[src/rtl/data_array_arbiter_pkg.sv]
// Shared definitions for the data array arbiter: grant-source encoding,
// port-A access mode constants and small decode helpers.
package data_array_arbiter_pkg;

  // Which requester owns data array port A in the current cycle
  typedef enum logic [2:0] {
    NONE    = 3'd0,
    CORE_RD = 3'd1,
    CORE_WR = 3'd2,
    FILL    = 3'd3,
    EVICT   = 3'd4
  } gnt_src_e;

  // Port-A access width: single word or full line
  localparam logic WORD = 1'b0;
  localparam logic LINE = 1'b1;

  // Width of the core starvation counter (saturates at all-ones)
  localparam int STARVE_CTR_W = 3;

  // Map a core request to its grant source from the write enable
  function automatic gnt_src_e core_src(input logic we);
    return we ? CORE_WR : CORE_RD;
  endfunction

  // True for grant sources that write the array (these open a hazard window)
  function automatic logic is_write(input gnt_src_e src);
    return (src == CORE_WR) || (src == FILL);
  endfunction

  // True for grant sources that belong to the core requester
  function automatic logic is_core(input gnt_src_e src);
    return (src == CORE_RD) || (src == CORE_WR);
  endfunction

endpackage

[src/rtl/data_array_arbiter_if.sv]
// Bus bundle between the three requesters (core, fill, evict), the
// arbiter and data array port A. The arbiter sits on the slave side.
interface data_array_arbiter_if
  import data_array_arbiter_pkg::*;
#(
  parameter int DATA_WIDTH  = 256,
  parameter int INDEX_WIDTH = 9,
  parameter int WORD_BITS   = 3
);

  localparam int W = DATA_WIDTH >> WORD_BITS;

  // core word access
  logic                   core_req;
  logic                   core_we;
  logic [INDEX_WIDTH-1:0] core_index;
  logic [WORD_BITS-1:0]   core_word;
  logic [W-1:0]           core_wdata;
  logic                   core_gnt;
  logic                   core_rvalid;
  logic [W-1:0]           core_rdata;

  // full-line fill (write)
  logic                   fill_req;
  logic [INDEX_WIDTH-1:0] fill_index;
  logic [DATA_WIDTH-1:0]  fill_data;
  logic                   fill_gnt;

  // full-line evict (read)
  logic                   evict_req;
  logic [INDEX_WIDTH-1:0] evict_index;
  logic                   evict_gnt;
  logic                   evict_rvalid;
  logic [DATA_WIDTH-1:0]  evict_rdata;

  // data array port A
  logic [INDEX_WIDTH-1:0] arr_addr_a;
  logic [WORD_BITS-1:0]   arr_word_a;
  logic [DATA_WIDTH-1:0]  arr_data_a;
  logic                   arr_we_a;
  logic                   arr_mode_a;
  logic [DATA_WIDTH-1:0]  arr_q_a;

  // Arbiter side
  modport slave (
    input  core_req, core_we, core_index, core_word, core_wdata,
    output core_gnt, core_rvalid, core_rdata,
    input  fill_req, fill_index, fill_data,
    output fill_gnt,
    input  evict_req, evict_index,
    output evict_gnt, evict_rvalid, evict_rdata,
    output arr_addr_a, arr_word_a, arr_data_a, arr_we_a, arr_mode_a,
    input  arr_q_a
  );

  // Requester / array side
  modport master (
    output core_req, core_we, core_index, core_word, core_wdata,
    input  core_gnt, core_rvalid, core_rdata,
    output fill_req, fill_index, fill_data,
    input  fill_gnt,
    output evict_req, evict_index,
    input  evict_gnt, evict_rvalid, evict_rdata,
    input  arr_addr_a, arr_word_a, arr_data_a, arr_we_a, arr_mode_a,
    output arr_q_a
  );

endinterface

[src/rtl/data_array_arbiter_starve_ctr.sv]
// Core starvation counter: counts consecutive cycles in which the core is
// requesting but not granted, and raises promote once the limit is hit so
// the core wins the next arbitration.
module arb_starve_ctr
  import data_array_arbiter_pkg::*;
#(
  parameter int STARVE_LIMIT = 4
) (
  input  logic clk,
  input  logic rst,
  input  logic core_req,
  input  logic core_gnt,
  output logic promote
);

  logic [STARVE_CTR_W-1:0] cnt;

  // Saturating count of denied core cycles; any grant or dropped request restarts it
  always_ff @(posedge clk or posedge rst) begin
    if (rst) begin
      cnt <= '0;
    end else if (core_gnt || !core_req) begin
      cnt <= '0;
    end else if (cnt != '1) begin
      cnt <= cnt + 1'b1;
    end
  end

  assign promote = (int'(cnt) >= STARVE_LIMIT);

endmodule

[src/rtl/data_array_arbiter.sv]
// Single-port data array arbiter. Picks one of fill, evict and core per
// cycle (fill > evict > core, unless the core has starved), drives array
// port A for the winner, blocks reads of a line written in the previous
// cycle, and returns read data one cycle after each read grant.
module data_array_arbiter
  import data_array_arbiter_pkg::*;
#(
  parameter int DATA_WIDTH   = 256,
  parameter int INDEX_WIDTH  = 9,
  parameter int WORD_BITS    = 3,
  parameter int STARVE_LIMIT = 4
) (
  input logic              clk,
  input logic              rst,
  data_array_arbiter_if.slave bus
);

  localparam int W = DATA_WIDTH >> WORD_BITS;

  gnt_src_e               sel;
  logic                   promote;
  logic                   core_gnt_c;
  logic                   core_ok;
  logic                   evict_ok;

  // last-cycle write tracking for the write-then-read hazard
  logic                   hz_valid;
  logic [INDEX_WIDTH-1:0] hz_index;

  // read return pipeline
  logic                   core_rvalid_q;
  logic                   evict_rvalid_q;
  logic [WORD_BITS-1:0]   rd_word_q;

  arb_starve_ctr #(
    .STARVE_LIMIT(STARVE_LIMIT)
  ) u_starve (
    .clk      (clk),
    .rst      (rst),
    .core_req (bus.core_req),
    .core_gnt (core_gnt_c),
    .promote  (promote)
  );

  // Eligibility: a read of the line written last cycle must wait one cycle
  always_comb begin
    core_ok  = bus.core_req &&
               (bus.core_we || !(hz_valid && (hz_index == bus.core_index)));
    evict_ok = bus.evict_req && !(hz_valid && (hz_index == bus.evict_index));
  end

  // Grant selection; nothing is granted while reset is applied
  always_comb begin
    sel = NONE;
    if (!rst) begin
      if (promote && core_ok) begin
        sel = core_src(bus.core_we);
      end else if (bus.fill_req) begin
        sel = FILL;
      end else if (evict_ok) begin
        sel = EVICT;
      end else if (core_ok) begin
        sel = core_src(bus.core_we);
      end
    end
  end

  // Grant strobes and port-A drive for the selected requester
  always_comb begin
    core_gnt_c     = is_core(sel);
    bus.core_gnt   = core_gnt_c;
    bus.fill_gnt   = (sel == FILL);
    bus.evict_gnt  = (sel == EVICT);
    bus.arr_addr_a = '0;
    bus.arr_word_a = '0;
    bus.arr_data_a = '0;
    bus.arr_we_a   = 1'b0;
    bus.arr_mode_a = WORD;
    case (sel)
      CORE_WR: begin
        bus.arr_addr_a = bus.core_index;
        bus.arr_word_a = bus.core_word;
        bus.arr_data_a = DATA_WIDTH'(bus.core_wdata);
        bus.arr_we_a   = 1'b1;
        bus.arr_mode_a = WORD;
      end
      CORE_RD: begin
        bus.arr_addr_a = bus.core_index;
        bus.arr_word_a = bus.core_word;
        bus.arr_mode_a = WORD;
      end
      FILL: begin
        bus.arr_addr_a = bus.fill_index;
        bus.arr_data_a = bus.fill_data;
        bus.arr_we_a   = 1'b1;
        bus.arr_mode_a = LINE;
      end
      EVICT: begin
        bus.arr_addr_a = bus.evict_index;
        bus.arr_mode_a = LINE;
      end
      default: begin
      end
    endcase
  end

  // Remember the line written this cycle so next cycle's reads of it are held off
  always_ff @(posedge clk or posedge rst) begin
    if (rst) begin
      hz_valid <= 1'b0;
      hz_index <= '0;
    end else begin
      hz_valid <= is_write(sel);
      hz_index <= (sel == FILL) ? bus.fill_index : bus.core_index;
    end
  end

  // Read return pipeline: one valid per read grant, one cycle later
  always_ff @(posedge clk or posedge rst) begin
    if (rst) begin
      core_rvalid_q  <= 1'b0;
      evict_rvalid_q <= 1'b0;
      rd_word_q      <= '0;
    end else begin
      core_rvalid_q  <= (sel == CORE_RD);
      evict_rvalid_q <= (sel == EVICT);
      if (sel == CORE_RD) begin
        rd_word_q <= bus.core_word;
      end
    end
  end

  // Return data comes straight from the array output, zeroed outside valid
  always_comb begin
    bus.core_rvalid  = core_rvalid_q;
    bus.evict_rvalid = evict_rvalid_q;
    bus.core_rdata   = core_rvalid_q ? bus.arr_q_a[int'(rd_word_q) * W +: W] : '0;
    bus.evict_rdata  = evict_rvalid_q ? bus.arr_q_a : '0;
  end

endmodule

[src/flat_wrapper.sv]
// flat-port wrapper written by rule: the top's interface ports become plain ports
module data_array_arbiter_flat import data_array_arbiter_pkg::*;
#(
  parameter int DATA_WIDTH   = 256,
  parameter int INDEX_WIDTH  = 9,
  parameter int WORD_BITS    = 3,
  parameter int STARVE_LIMIT = 4
)
  (clk, rst, bus_core_req, bus_core_we, bus_core_index, bus_core_word, bus_core_wdata, bus_core_gnt, bus_core_rvalid, bus_core_rdata, bus_fill_req, bus_fill_index, bus_fill_data, bus_fill_gnt, bus_evict_req, bus_evict_index, bus_evict_gnt, bus_evict_rvalid, bus_evict_rdata, bus_arr_addr_a, bus_arr_word_a, bus_arr_data_a, bus_arr_we_a, bus_arr_mode_a, bus_arr_q_a);
  data_array_arbiter_if #(.DATA_WIDTH(DATA_WIDTH), .INDEX_WIDTH(INDEX_WIDTH), .WORD_BITS(WORD_BITS)) bus_i ();
  input logic clk;
  input logic rst;
  input wire logic [$bits(bus_i.core_req)-1:0] bus_core_req;
  input wire logic [$bits(bus_i.core_we)-1:0] bus_core_we;
  input wire logic [$bits(bus_i.core_index)-1:0] bus_core_index;
  input wire logic [$bits(bus_i.core_word)-1:0] bus_core_word;
  input wire logic [$bits(bus_i.core_wdata)-1:0] bus_core_wdata;
  output wire logic [$bits(bus_i.core_gnt)-1:0] bus_core_gnt;
  output wire logic [$bits(bus_i.core_rvalid)-1:0] bus_core_rvalid;
  output wire logic [$bits(bus_i.core_rdata)-1:0] bus_core_rdata;
  input wire logic [$bits(bus_i.fill_req)-1:0] bus_fill_req;
  input wire logic [$bits(bus_i.fill_index)-1:0] bus_fill_index;
  input wire logic [$bits(bus_i.fill_data)-1:0] bus_fill_data;
  output wire logic [$bits(bus_i.fill_gnt)-1:0] bus_fill_gnt;
  input wire logic [$bits(bus_i.evict_req)-1:0] bus_evict_req;
  input wire logic [$bits(bus_i.evict_index)-1:0] bus_evict_index;
  output wire logic [$bits(bus_i.evict_gnt)-1:0] bus_evict_gnt;
  output wire logic [$bits(bus_i.evict_rvalid)-1:0] bus_evict_rvalid;
  output wire logic [$bits(bus_i.evict_rdata)-1:0] bus_evict_rdata;
  output wire logic [$bits(bus_i.arr_addr_a)-1:0] bus_arr_addr_a;
  output wire logic [$bits(bus_i.arr_word_a)-1:0] bus_arr_word_a;
  output wire logic [$bits(bus_i.arr_data_a)-1:0] bus_arr_data_a;
  output wire logic [$bits(bus_i.arr_we_a)-1:0] bus_arr_we_a;
  output wire logic [$bits(bus_i.arr_mode_a)-1:0] bus_arr_mode_a;
  input wire logic [$bits(bus_i.arr_q_a)-1:0] bus_arr_q_a;
  assign bus_i.core_req = bus_core_req;
  assign bus_i.core_we = bus_core_we;
  assign bus_i.core_index = bus_core_index;
  assign bus_i.core_word = bus_core_word;
  assign bus_i.core_wdata = bus_core_wdata;
  assign bus_core_gnt = bus_i.core_gnt;
  assign bus_core_rvalid = bus_i.core_rvalid;
  assign bus_core_rdata = bus_i.core_rdata;
  assign bus_i.fill_req = bus_fill_req;
  assign bus_i.fill_index = bus_fill_index;
  assign bus_i.fill_data = bus_fill_data;
  assign bus_fill_gnt = bus_i.fill_gnt;
  assign bus_i.evict_req = bus_evict_req;
  assign bus_i.evict_index = bus_evict_index;
  assign bus_evict_gnt = bus_i.evict_gnt;
  assign bus_evict_rvalid = bus_i.evict_rvalid;
  assign bus_evict_rdata = bus_i.evict_rdata;
  assign bus_arr_addr_a = bus_i.arr_addr_a;
  assign bus_arr_word_a = bus_i.arr_word_a;
  assign bus_arr_data_a = bus_i.arr_data_a;
  assign bus_arr_we_a = bus_i.arr_we_a;
  assign bus_arr_mode_a = bus_i.arr_mode_a;
  assign bus_i.arr_q_a = bus_arr_q_a;
  data_array_arbiter #(.DATA_WIDTH(DATA_WIDTH), .INDEX_WIDTH(INDEX_WIDTH), .WORD_BITS(WORD_BITS), .STARVE_LIMIT(STARVE_LIMIT)) u_core (.clk(clk), .rst(rst), .bus(bus_i));
endmodule
[config.mk]
export PLATFORM = sky130hd
export DESIGN_NAME = data_array_arbiter_flat
export DESIGN_NICKNAME = d
export VERILOG_FILES = /design/src/rtl/data_array_arbiter_pkg.sv /design/src/rtl/data_array_arbiter_if.sv /design/src/rtl/data_array_arbiter_starve_ctr.sv /design/src/rtl/data_array_arbiter.sv /design/src/flat_wrapper.sv
export SDC_FILE = /design/constraint.sdc
export NUM_CORES = 1
export LEC_CHECK = 0
export CORE_AREA = 4 4 439 441
export DETAILED_ROUTE_END_ITERATION = 8
export DIE_AREA = 0 0 443 445
export PLACE_DENSITY = 0.33
export SLEW_MARGIN = 20
export SYNTH_ARGS = -nofsm -noshare
export SYNTH_HDL_FRONTEND = slang
export SYNTH_HIERARCHICAL = 1
export SYNTH_SLANG_ARGS = --single-unit
[constraint.sdc]
create_clock -name clk -period 9.15 [get_ports clk]
set_clock_uncertainty 0.2 [all_clocks]
set_input_delay 2.745 -clock clk [delete_from_list [all_inputs] [get_ports clk]]
set_output_delay 2.745 -clock clk [all_outputs]
set_load 0.03 [all_outputs]
==> run_results.csv, run 1 <==
group,metric,value,unit
clock_network,htree_levels,1,
timing,fin_tns_setup,0,ns
clock_network,ctsHoldBuffers,0,
placed_design,dp_hpwl,153,mm
hold_path,hp-class,"flop to flop",
hold_path,whs_path_depth,2,
hold_path,worst_hold_path.endpoint,"u_core/u_starve/cnt[1]",
worst_setup_path,r2r_slack,6.01,ns
final_layout,finalNonFillerCells,4464,
synth,synth.avg_cell_area,8.08,um2
route,firstDrtPassIters,5,
final_layout,nFillCells,21800,
synth,synthArstFlopShare,100,%
worst_setup_path,cp_num_buf_inv,3,
clock_network,cts_tree,"done",
route,drtIter0Drc,857,
pwr,ir_drop,50.0,uV
worst_setup_path,r2r_end,"u_core/hz_index[8]",
pwr,p_leak,0.00750,uW
synth,synthMuxAreaShare,28.0,%
route,drc,0,
synth,ys_types,36,
route,ant_nets,0,
floorplanning,die_x,443,um
synth,synth_enable_flop_cells,0,
clock_network,cts_max_path_buffers,2,
pwr,p_int,812,uW
final_layout,regArea,464,um2
global_route,grt_overflow_total,0,
route,vias_per_cell,2.74,
floorplanning,start_util,3.60,%
worst_setup_path,cp-end-kind,"output port",
worst_setup_path,critPathMaxFanout,65,
clock_network,clkLatencyLatePin,0.27,ns
synth,synth-seq-area-share,6.61,%
synth,yosys_warnings,6,
final_layout,fin_nets,2512,
synth,synth_seq_cells,18,
worst_setup_path,required,6.21,ns
pwr,power.density,75.2,nW/um2
floorplanning,coreArea,189000,um2
floorplanning,dieArea,197000,um2
clock_network,post_cts_buffers,0,
worst_setup_path,reg2reg_from,"u_core/hz_index[6]",
clock_network,clk_pin_slew,0.06,ns
synth,synth-main-ff-cell,"dfrtp_1",
pwr,power.share.sequential,8.6,%
clock_network,cts_sinks,18,
worst_setup_path,critPathLaunchType,"input pin",
floorplanning,die_y,445,um
hold_path,min_from,"u_core/u_starve/cnt[1]",
timing,tightest_slew,0.948,ns
worst_setup_path,path_class,"input pin to output port",
pwr,swShare,49.8,%
timing,fin_crit_sh,96.0,%
synth,synthXorXnorAreaFrac,2.44,%
timing,maxSlewHeadroom,36.6,%
synth,synth_top_family_by_area,"simple AND/OR/NAND/NOR gates",
worst_setup_path,crit_path_top_delay_cell,"clkdlybuf4s50_1",
global_route,grt_max_degree,108,
placed_design,io_buffers,1142,
global_route,antenna_found_initial,214,
global_route,grt_pass1_wl,191,mm
worst_setup_path,cp_top_family,"buffers and inverters",
route,wirelength,163,mm
timing,slew_viol_final,0,
worst_setup_path,cpPeakStageDelay,0.68,ns
outcome,outcome,"completed",
placed_design,placedCellCount,4435,
clock_network,cts_resized,0,
synth,syn-cell-area,6810,um2
timing,period_minus_slack,8.79,ns
final_layout,multi_input_area,5940,um2
worst_setup_path,crit_chain,"clkdlybuf4s50_1 -> xnor2_1 -> nand4_1 -> o311ai_2 -> and3_4 -> buf_12 -> a22o_1 -> clkdlybuf4s50_1",
floorplanning,rows,160,
worst_setup_path,rr_worst_depth,7,
timing,rsz0062_at_grt,"false",
timing,hold_viol,0,
timing,finalSetupViolations,0,
synth,synth-simple-area-share,50.0,%
worst_setup_path,crit_top_cell,"clkdlybuf4s50_1",
global_route,grt_pass1_vias,12200,
route,wl_per_cell,36.5,um
pwr,pwr-share-comb,84.7,%
final_layout,fin_util,11.4,%
timing,clock.fmax,0.114,GHz
synth,syn-num-nets,1426,
synth,synthAdderAreaFrac,0.551,%
pwr,pwr-share-clk,6.7,%
worst_setup_path,cp.arrival,5.84,ns
pwr,p_switching,806,uW
final_layout,layout-drive-gt1-share,15.2,%
final_layout,syn_to_final_growth,216,%
floorplanning,ios,1143,
clock_network,cts_made_buffers,3,
route,vias,12200,
clock_network,root_buffer,"clkbuf_16",
synth,netlist_instances,843,
synth,synth_compound_area_share,6.02,%
placed_design,finalWeightedCongestion,0.886,
global_route,grt.total_usage,15.7,%
flow_run,maxCapViolations,0,
## power groups by stage
stage	clock network, uW	registers [uW]	logic (uW)
4_1_cts	113	141	1400
3_5_place_dp	0	143	1390
2_1_floorplan	0	95.5	631
3_3_place_gp	0	143	1390
6_report	109	139	1370
5_1_grt	116	142	1430
## cell usage after synthesis, types with 2 or more instances
cell	count	area (um2)
and2_1	483	3020
mux4_2	64	1440
clkbuf_1	39	146
mux2i_1	34	340
a22o_1	32	280
nor2b_1	32	200
nand2_1	22	82.6
clkbuf_2	18	90.1
dfrtp_1	18	450
xnor2_1	18	158
buf_2	13	65.1
mux2_2	11	124
a22oi_1	9	67.6
buf_4	7	52.6
buf_1	5	18.8
inv_1	5	18.8
nor2_1	5	18.8
buf_6	4	45.0
nand4_1	4	25.0
ha_1	3	37.5
or2_2	2	12.5
## worst reg2reg max path, delay by kind of cell (launching register included)
family / cells / cell delay [ns]
XOR/XNOR: 1 / 0.18
multiplexers: 1 / 0.40
flip-flops: 1 / 0.41
buffers and inverters: 2 / 0.77
AND/OR/NAND/NOR: 2 / 0.68
AO/OA/AOI/OAI: 1 / 0.40
## flip-flops by register name, summed over array words and instances (netlist names)
name,cells
u_core/hz_valid,1
u_core/rd_word_q,3
u_core/hz_index,9
u_core/bus.evict_rvalid,1
u_core/u_starve/cnt,3
u_core/bus.core_rvalid,1
## worst max-delay path by stage
stage                 startpoint                 end  depth (start not counted)  slack, ns
2_1_floorplan  bus_core_index[4]   bus_arr_addr_a[0]                          9       1.96
3_3_place_gp   bus_core_index[5]  bus_arr_data_a[25]                          8       0.42
3_5_place_dp   bus_core_index[4]  bus_arr_data_a[25]                          8       0.38
4_1_cts        bus_core_index[5]  bus_arr_data_a[25]                          8       0.37
5_1_grt        bus_core_index[1]  bus_arr_data_a[25]                          8       0.15
6_report       bus_core_index[5]  bus_arr_data_a[31]                          8       0.36
## metal layers
layer  global-route usage [%]  share of wire, %  wire [um]  vias to the layer above
met3                     6.12               9.5      15500                      336
li1                         -                 -          -                     5016
met5                        0              0.32        516                        -
met2                     29.2                51      83100                      925
met4                    0.724               1.4       2340                       80
met1                     17.7                38      61500                     5880
## cells by family after synthesis
group | count (synthesis)
AND/OR/NAND/NOR | 555
multiplexers | 109
buffers and inverters | 91
AO/OA/AOI/OAI | 48
XOR/XNOR | 19
flip-flops | 18
adder cells (fa/ha/maj) | 3
## placed cells by master, fill, tap and decap left out, drive strengths merged, types with 2 or more instances in the layout
cell type,instances
buf,205
mux4,64
diode,25
nand2,22
nor2b,32
nand4,4
and2,483
or2,2
clkdlybuf4s50,962
inv,5
clkbuf,4
ha,3
dfrtp,18
a22o,32
xnor2,18
mux2i,34
mux2,11
a22oi,9
nor2,5
## cell type report
cell class,count,share of cell area (%)
inverters,5,0.0873
clock buffers,4,0.413
flip-flops and latches,18,2.16
repair buffers,1167,54.8
multi-input cells,734,27.6
well taps,2511,14.6
diodes,25,0.291
## stage by stage
| stage | area (um2) | total power [uW] | hold slack (ns) | setup WS (ns) |
|---|---|---|---|---|
| finish | 21500 | 1620 | 0.374 | 0.362 |
| global route | 21500 | 1690 | 0.422 | 0.155 |
| CTS | 21400 | 1650 | 0.368 | 0.375 |
| detailed placement | 21400 | 1530 | 0.355 | 0.381 |
| global placement | 21400 | 1540 | 0.351 | 0.424 |
| floorplan | 6810 | 727 | 0.316 | 1.96 |
Power figures use the tool's default switching activity.
==> run 2, diff against run 1 <==
Settings changed: CORE_AREA 4 4 439 441 to 2 2 450 452, DIE_AREA 0 0 443 445 to 0 0 452 454, PLACE_DENSITY 0.33 to 0.32, SKIP_LAST_GASP set to 1.
==> run_results.csv, run 2 (synthesis results as in run 1) <==
group,metric,value,unit
outcome,outcome,"completed",
timing,period_minus_slack,8.91,ns
flow_run,maxCapViolations,0,
timing,finalSetupViolations,0,
floorplanning,rows,165,
worst_setup_path,cp.arrival,5.96,ns
worst_setup_path,r2r_end,"u_core/rd_word_q[1]",
timing,fin_crit_sh,97.3,%
pwr,p_total,1630,uW
timing,clock.fmax,0.112,GHz
route,vias,12100,
clock_network,cts_resized,0,
global_route,grt_pass1_wl,190,mm
timing,tightest_slew,1.01,ns
floorplanning,start_util,3.39,%
worst_setup_path,crit_start,"bus_core_index[1]",
final_layout,layout_common_cells,"clkdlybuf4s50_1 (1,037), and2_1 (483), buf_4 (94)",
timing,hold_viol,0,
worst_setup_path,path_class,"input pin to output port",
final_layout,layout-drive-gt1-share,11.3,%
timing,rsz0062_at_grt,"false",
hold_path,worst_hold_path.endpoint,"u_core/u_starve/cnt[1]",
floorplanning,die_x,452,um
pwr,pwr-share-comb,82.2,%
pwr,ir_drop,65.5,uV
pwr,power.share.sequential,10.8,%
clock_network,cts_sinks,18,
clock_network,clk_pin_slew,0.06,ns
pwr,power.density,75.4,nW/um2
pwr,p_switching,832,uW
final_layout,final_common_cell,"clkdlybuf4s50_1",
route,wl_per_cell,35.1,um
clock_network,cts_max_path_buffers,2,
route,ant_nets,0,
global_route,antenna_found_initial,205,
timing,slew_viol_final,0,
global_route,grt_overflow_total,0,
floorplanning,die_y,454,um
pwr,pwr-share-clk,7.0,%
placed_design,io_buffers,1142,
global_route,grt.total_usage,15.1,%
clock_network,ctsHoldBuffers,0,
worst_setup_path,reg2reg_from,"u_core/hz_index[1]",
clock_network,clkLatencyLatePin,0.28,ns
final_layout,top_regs,"u_core/hz_index (9), u_core/rd_word_q (3), u_core/u_starve/cnt (3)",
floorplanning,coreArea,201000,um2
placed_design,pre_cts_slack,0.121,ns
route,vias_per_cell,2.62,
worst_setup_path,critPathLaunchType,"input pin",
final_layout,largest-register,"u_core/hz_index",
worst_setup_path,required,6.21,ns
pwr,p_leak,0.00729,uW
hold_path,hp-class,"flop to flop",
pwr,p_int,802,uW
clock_network,htree_levels,1,
clock_network,cts_tree,"done",
final_layout,largest_reg_flops,9,
clock_network,cts_made_buffers,3,
global_route,grt_pass1_vias,12100,
placed_design,finalWeightedCongestion,0.906,
timing,fin_tns_setup,0,ns
hold_path,min_from,"u_core/u_starve/cnt[1]",
final_layout,fin_nets,2509,
worst_setup_path,cp-end-kind,"output port",
pwr,swShare,50.9,%
worst_setup_path,rr_worst_depth,8,
floorplanning,dieArea,205000,um2
global_route,grt_max_degree,114,
route,wirelength,162,mm
clock_network,post_cts_buffers,0,
route,firstDrtPassIters,5,
route,drc,0,
clock_network,root_buffer,"clkbuf_16",
timing,maxSlewHeadroom,32.7,%
timing,fin_ws,0.243,ns
floorplanning,ios,1143,
route,drtIter0Drc,736,
worst_setup_path,r2r_slack,6.02,ns
worst_setup_path,critPathMaxFanout,81,
placed_design,dp_hpwl,151,mm
final_layout,syn_to_final_growth,218,%
hold_path,whs_path_depth,2,
run 2: layer usage:
layer	routed length [um]	up-vias	part of all wire (%)	GRT usage [%]
li1	-	5016	-	-
met1	63500	5819	39	17.6
met2	80600	879	50	26.6
met3	15800	301	9.7	5.98
met4	1950	94	1.2	1.44
met5	596	-	0.37	0
run 2: cell type report:
type                       count  area [um2]
clock buffer                   4        88.8
inverter                       5        18.8
antenna                       31        77.6
tap                         2672        3340
multi-input combinational    734        5940
timing repair buffer        1164       11700
sequential                    18         467
fill                       23200      179000
run 2: worst max path at each step:
stage	to	slack, ns	cells after the start
2_1_floorplan	bus_arr_addr_a[0]	1.96	9
3_3_place_gp	bus_arr_data_a[113]	0.06	8
3_5_place_dp	bus_arr_data_a[113]	0.12	8
4_1_cts	bus_arr_data_a[113]	0.10	8
5_1_grt	bus_arr_data_a[113]	0.04	8
6_report	bus_arr_data_a[113]	0.24	8
run 2: power groups by stage:
stage	Sequential, uW	Combinational, uW	Clock [uW]
6_report	177	1340	114
5_1_grt	183	1400	126
4_1_cts	182	1370	126
3_5_place_dp	184	1360	0
3_3_place_gp	183	1370	0
2_1_floorplan	95.5	631	0
run 2: metrics by stage:
stage	hold slack, ns	area (um2)	utilization (%)	std cells
after floorplan	0.316	6810	-	843
after global placement	0.341	21500	10.7	4593
after detailed placement	0.367	21500	10.7	4593
after CTS	0.386	21600	10.8	4597
after global routing	0.410	21600	10.8	4603
final	0.381	21700	10.8	4628
run 2: critical path: stages:
cell	delay, ns
clkdlybuf4s50_1	0.56
xnor2_1	0.27
nand4_1	0.22
o311ai_2	0.38
and3_4	0.36
buf_12	0.30
and2_1	0.25
clkdlybuf4s50_1	0.77
